File: src/rtl/uart_baud_gen.sv
// Fractional (NCO) UART baud tick generator: oversample, bit-boundary and mid-bit
// strobes, with a glitch-free runtime increment change and start-bit re-phasing.
module uart_baud_gen #(
  parameter int unsigned CLK_HZ       = 100_000_000,
  parameter int unsigned SAMPLE_RATE  = 16,
  parameter int unsigned ACC_WIDTH    = 24,
  parameter int unsigned DEFAULT_BAUD = 115_200
) (
  input  logic                           clk_in,
  input  logic                           rst_in,
  input  logic                           enable_in,
  input  logic                           sync_in,
  input  logic                           cfg_valid_in,
  input  logic [ACC_WIDTH-1:0]           cfg_incr_in,
  output logic                           cfg_ready_out,
  output logic                           sample_tick_out,
  output logic                           bit_tick_out,
  output logic                           mid_bit_out,
  output logic [$clog2(SAMPLE_RATE)-1:0] sample_idx_out
);

  localparam int unsigned IDX_W = $clog2(SAMPLE_RATE);

  // Rounded default increment; 64-bit arithmetic keeps baud * rate * 2^W exact.
  localparam logic [63:0] INCR_ROUND =
    (((64'(DEFAULT_BAUD) * 64'(SAMPLE_RATE)) << ACC_WIDTH) + 64'(CLK_HZ / 2)) / 64'(CLK_HZ);
  localparam logic [ACC_WIDTH-1:0] DEFAULT_INCR = ACC_WIDTH'(INCR_ROUND);

  localparam logic [IDX_W-1:0] IDX_LAST = IDX_W'(SAMPLE_RATE - 1);
  localparam logic [IDX_W-1:0] IDX_MID  = IDX_W'(SAMPLE_RATE / 2 - 1);

  logic [ACC_WIDTH-1:0] acc_reg;
  logic [ACC_WIDTH-1:0] incr_active_reg;
  logic [ACC_WIDTH-1:0] incr_pending_reg;
  logic                 pend_vld_reg;
  logic [IDX_W-1:0]     sample_idx_reg;
  logic                 sample_tick_reg;
  logic                 bit_tick_reg;
  logic                 mid_bit_reg;

  logic [ACC_WIDTH:0]   sum_next;
  logic                 carry_next;
  logic                 advance_next;
  logic                 bit_tick_next;
  logic                 mid_bit_next;
  logic                 apply_next;
  logic                 accept_next;

  always_comb begin
    sum_next      = {1'b0, acc_reg} + {1'b0, incr_active_reg};
    advance_next  = enable_in && !sync_in;
    carry_next    = advance_next && sum_next[ACC_WIDTH];
    bit_tick_next = carry_next && (sample_idx_reg == IDX_LAST);
    mid_bit_next  = carry_next && (sample_idx_reg == IDX_MID);
    // A new increment only lands where it cannot stretch or shrink a bit in flight.
    apply_next    = pend_vld_reg &&
                    (sync_in || !enable_in || (incr_active_reg == '0) || bit_tick_next);
    accept_next   = cfg_valid_in && !pend_vld_reg;
  end

  always_ff @(posedge clk_in) begin
    if (rst_in) begin
      acc_reg          <= '0;
      incr_active_reg  <= DEFAULT_INCR;
      incr_pending_reg <= '0;
      pend_vld_reg     <= 1'b0;
      sample_idx_reg   <= '0;
      sample_tick_reg  <= 1'b0;
      bit_tick_reg     <= 1'b0;
      mid_bit_reg      <= 1'b0;
    end else begin
      sample_tick_reg <= 1'b0;
      bit_tick_reg    <= 1'b0;
      mid_bit_reg     <= 1'b0;

      if (sync_in) begin
        acc_reg        <= '0;
        sample_idx_reg <= '0;
      end else if (enable_in) begin
        acc_reg         <= sum_next[ACC_WIDTH-1:0];
        sample_tick_reg <= carry_next;
        bit_tick_reg    <= bit_tick_next;
        mid_bit_reg     <= mid_bit_next;
        if (carry_next) begin
          sample_idx_reg <= sample_idx_reg + IDX_W'(1);
        end
      end

      // Apply and accept are mutually exclusive: apply needs a full slot, accept an empty one.
      if (apply_next) begin
        incr_active_reg <= incr_pending_reg;
        pend_vld_reg    <= 1'b0;
      end else if (accept_next) begin
        incr_pending_reg <= cfg_incr_in;
        pend_vld_reg     <= 1'b1;
      end
    end
  end

  assign cfg_ready_out   = !pend_vld_reg;
  assign sample_tick_out = sample_tick_reg;
  assign bit_tick_out    = bit_tick_reg;
  assign mid_bit_out     = mid_bit_reg;
  assign sample_idx_out  = sample_idx_reg;

endmodule

File: config.mk
export PLATFORM = sky130hd
export DESIGN_NAME = uart_baud_gen
export DESIGN_NICKNAME = d
export VERILOG_FILES = /design/src/rtl/uart_baud_gen.sv
export SDC_FILE = /design/constraint.sdc
export NUM_CORES = 1
export LEC_CHECK = 0
export BUFFER_PORTS_ARGS = -buffer_cell sky130_fd_sc_hd__buf_2
export CORE_MARGIN = 4
export CORE_UTILIZATION = 45
export CTS_BUF_LIST = sky130_fd_sc_hd__clkbuf_4 sky130_fd_sc_hd__clkbuf_8 sky130_fd_sc_hd__clkbuf_16
export DETAILED_ROUTE_END_ITERATION = 7
export PLACE_DENSITY = 0.74
export SLEW_MARGIN = 10
export SYNTH_ARGS = -nofsm -noshare
export SYNTH_HDL_FRONTEND = slang
export SYNTH_SLANG_ARGS = --single-unit
File: constraint.sdc
create_clock -name clk_in -period 6.1 [get_ports clk_in]
set_input_delay 0.915 -clock clk_in [delete_from_list [all_inputs] [get_ports clk_in]]
set_output_delay 0.915 -clock clk_in [all_outputs]
set_load 0.01 [all_outputs]
Yosys cells after proc, flatten, opt, wreduce, memory -nomap -nowiden
Index checks and enable logic that the tools add are counted.
{"block": "totals", "out_inout_bits": 8, "register_bits": 80, "inputBits": 29}
{"block": "op_classes", "eq_ne": 2, "n_bitwise": 2, "add_sub_neg": 2, "reduce_logical": 18}
{"operator": "24-bit by 24-bit adder with 25-bit output", "count": 1}
{"operator": "24-bit zero test", "count": 1}
{"operator": "1-bit logical AND", "count": 6}
{"operator": "4-bit by 1-bit adder with 4-bit output, second input constant", "count": 1}
{"operator": "4-bit by 3-bit equality test with 1-bit output, second input constant", "count": 1}
{"operator": "4-bit equality test, second input constant", "count": 1}
{"operator": "2-bit AND reduction", "count": 2}
{"operator": "2-bit OR reduction", "count": 2}
{"operator": "1-bit zero test", "count": 3}
{"operator": "1-bit logical OR", "count": 3}
{"operator": "3-bit OR reduction", "count": 1}
{"operator": "1-bit NOT", "count": 2}

Depth between registers and ports, before layout
{"block": "logic_depth", "depth_word": 8, "ltp_mapped": 10, "ltp_nobuf": 9}

Worst setup path after synthesis
No wires, ideal clock.
{"block": "synth_timing", "path_type": "register to register", "from": "register acc_reg[17]", "to": "register incr_active_reg[15]", "path_stages_with_launch": 11, "n_path_buf": 2, "path_slack_ns": 3.890, "arrival_ns": 2.090, "path_cell_list": "dfxtp_1 ha_1 buf_6 a211oi_2 o21bai_2 a2111oi_4 o221ai_2 o21ai_2 nand2_4 buf_6 mux2i_1"}
{"block": "synth_via", "elab_chain_cells": 5}
{"item": "start: declaration", "line_no": "32", "text": "logic [ACC_WIDTH-1:0] acc_reg;"}
{"item": "start signal: assignment", "line_no": "80", "text": "acc_reg <= sum_next[ACC_WIDTH-1:0];"}
{"item": "24-bit by 24-bit adder with 25-bit output", "line_no": "50", "text": "sum_next = {1'b0, acc_reg} + {1'b0, incr_active_reg};"}
{"item": "1-bit logical AND", "line_no": "52", "text": "carry_next = advance_next && sum_next[ACC_WIDTH];"}
{"item": "1-bit logical AND", "line_no": "53", "text": "bit_tick_next = carry_next && (sample_idx_reg == IDX_LAST);"}
{"item": "1-bit logical OR", "line_no": "57", "text": "(sync_in || !enable_in || (incr_active_reg == '0) || bit_tick_next);"}
{"item": "1-bit logical AND", "line_no": "56", "text": "apply_next = pend_vld_reg &&"}
{"item": "end signal: assignment", "line_no": "91", "text": "incr_active_reg <= incr_pending_reg;"}
{"item": "end: declaration", "line_no": "33", "text": "logic [ACC_WIDTH-1:0] incr_active_reg;"}
No other way between the ends.
A chain may end at the register's enable or synchronous reset.

Worst setup path in the final report
{"block": "layout_timing", "from": "input rst_in", "to": "register acc_reg[22]"}
{"block": "layout_via", "elab_chain_cells": 1}
{"item": "start: declaration", "line_no": "10", "text": "input logic rst_in,"}
{"item": "2-bit OR reduction (no line)"}
No other way between the ends.

==> reports/qor.csv <==
stage,metric,value,unit
clock_network,cts bufs inserted,9,
yosys,Cells after Synth,527,
sta,f_max,0.358,GHz
clock_network,CTS max path bufs,2,
grt,initial antenna violation count,0,
floorplan,Die Ht,107,um
sta,Setup WS post-layout,3.31,ns
critical_path,Critical Path RT,6.35,ns
floorplan,chip width,107,um
yosys,Yosys reg bits,80,
cells_and_area,post-route cell area,0.00480,mm^2
sta,final period utilization,45.8,%
cells_and_area,Final Non-Filler Cells,680,
cells_and_area,fillers,911,
pwr,Lkg Pwr,1.94,nW
yosys,ys async rst share,0,%
place,Post-DP Area,0.00460,mm^2
detailed_routing,DR iter-0 viols,270,
grt,pin count of the biggest net entering global routing,47,
pwr,pwr dens,243,mW/mm^2
cells_and_area,ant diodes,0,
yosys,Synth Flop Type,dfxtp_1,
grt,first-pass GRT wire length,16600,um
yosys,syn_nets,582,
cells_and_area,nets,601,
floorplan,Starting Density,46.8,%
sta,Fin. Hold Viols,0,
clock_network,CTS sink count,80,
clock_network,clock-pin slew of the registers on the worst-case setup and hold paths,0.09,ns
detailed_routing,final WL,9760,um
critical_path,crit path kind,input port to register,
critical_path,Worst Path Max Fanout,46,
yosys,"Avg Cell Area, Syn",8.32,um^2
sta,Tmin final,2.79,ns
yosys,Yosys top cell by area,dfxtp_1,
sta,Worst Tran Pin Value,0.728,ns
cells_and_area,"most common cell after layout, fill and taps aside",dfxtp_1,
clock_network,# resized after CTS,0,
clock_network,H-tree depth,3,
critical_path,CP top delay family,buffers and inverters,
critical_path,"critical path, cell by cell","buf_2, buf_4, or2_2, nor3_1, a32o_1, a211o_1",
sta,TNS Setup,0,ns
sta,RSZ-0062 raised after global routing,false,
yosys,Post-synth EDFFs,0,
yosys,synth unique cells,60,
place,Post-Place Cells,664,
yosys,Yosys top cell area share,36.5,%
place,final RePlAce weighted congestion,0.873,
grt,GRT overflow,0,
detailed_routing,detailed-route DRC error count,0,
grt,GRT Resource Usage Total,17.9,%
detailed_routing,drt wl/cell,14.4,um
cells_and_area,Area Growth Syn to Fin,9.42,%
cells_and_area,area occupied by multi-input gates,0.00262,mm^2
clock_network,Root Driver,clkbuf_8,
grt,vias in the first global route,3486,
place,DPL Wire Length,7240,um
place,PortBufs,36,
floorplan,core area,0.00937,mm^2
detailed_routing,Detailed Routing Iterations Pass 1,4,
critical_path,"slowest stage delay, CP",0.54,ns
cells_and_area,"commonest non-fill, non-tap cells in the layout","dfxtp_1, nand2_1, nor2_1",
yosys,Synth area leaders,"dfxtp_1, mux2i_1, ha_1",
clock_network,clk_lat worst skew,0.36,ns
floorplan,# IOs,37,
sta,fin. max-slew vios,0,
floorplan,row count,35,
sta,relative slew slack,51.4,%
pwr,power consumption,1.16,mW
hold_path,Hold Crit Class,register to register,
cells_and_area,sequential cell area,0.00160,mm^2
floorplan,die area,0.0114,mm^2
yosys,Netlist Area Pre-Place,0.00438,mm^2
critical_path,Worst Setup End Kind,register,
detailed_routing,via count,3741,
critical_path,critical path data arrival time,3.04,ns
place,Post-Place Setup Slack,2.96,ns
sta,final setup fails,0,
critical_path,Critical-path top delay cell,or2_2,
critical_path,Startpoint Class,input port,
cells_and_area,fraction of layout cells with a size suffix above 1,12.5,%
detailed_routing,DRT antenna net count,0,
sta,Final Skew,0.0168,ns
critical_path,Worst Path Buf+Inv,2,
sta,worst-case hold slack,0.459,ns
clock_network,cts hold-fix bufs,0,
clock_network,CTS tree,done,
job,Max Cap Viol,0,
detailed_routing,via-per-instance ratio,5.50,
clock_network,Post-CTS Setup Bufs,0,
yosys,sequential fraction of the synthesis area,36.5,%
pwr,worst vdd ir,0.000148,V
yosys,synth warn,0,
outcome,status,finished clean,
cells_and_area,post-layout util,51.2,%
-- report_power, final --
part | switching, mW | internal (mW) | leakage (nW)
clock | 0.222 | 0.170 | 0.102
combinational | 0.117 | 0.0821 | 1.18
sequential | 0.0224 | 0.550 | 0.654
-- tightest hold or removal path: cells and delay by family, from the launching register on --
kind	cells	cell delay, ns
AND/OR/NAND/NOR	1	0.05
AO/OA/AOI/OAI	1	0.05
flip-flops	1	0.32
-- layer usage --
metal / part of all wire (%) / GRT usage, %
met1: 48 / 24.8
met3: 5.2 / 3.37
met2: 46 / 28.4
met4: 1.1 / 5.02
met5: 0 / 0
-- worst paths after layout --
check	start	cells past startpoint	endpoint	slack [ns]
max	rst_in	6	acc_reg[22]	3.31
min	incr_pending_reg[10]	2	incr_pending_reg[10]	0.46
max reg2reg	incr_active_reg[0]	9	incr_active_reg[12]	3.50
min reg2reg	incr_pending_reg[10]	2	incr_pending_reg[10]	0.46
-- area by class of cell --
| cell class | count | share of cell area [%] |
|---|---|---|
| clock buffers | 10 | 2.87 |
| multi-input cells | 410 | 54.6 |
| flip-flops and latches | 80 | 33.4 |
| repair buffers | 38 | 4.07 |
| clock inverters | 6 | 1.20 |
| inverters | 7 | 0.548 |
| well taps | 129 | 3.36 |
-- synthesized netlist by cell type, drive strengths merged, types with 4 or more instances --
library cell	number
dfxtp	80
nand2	73
nor2	60
a21oi	49
mux2i	35
o21ai	29
ha	25
nand2b	23
clkbuf	22
nand3	15
xor2	13
nor3	10
buf	8
a211oi	7
inv	7
nor4	7
a31oi	6
o211ai	4
o21bai	4
xnor2	4
-- cell families (layout without fill, tap and decap cells) --
family,after synthesis,count (layout),synth area share [%]
compound gates,125,125,18.9
xor+xnor,17,17,3.40
fa+ha+maj,26,26,7.59
buf+inv,37,61,3.77
flops,80,80,36.5
mux,35,35,7.99
simple gates,207,207,21.8
(Power assumes the default switching activity.)
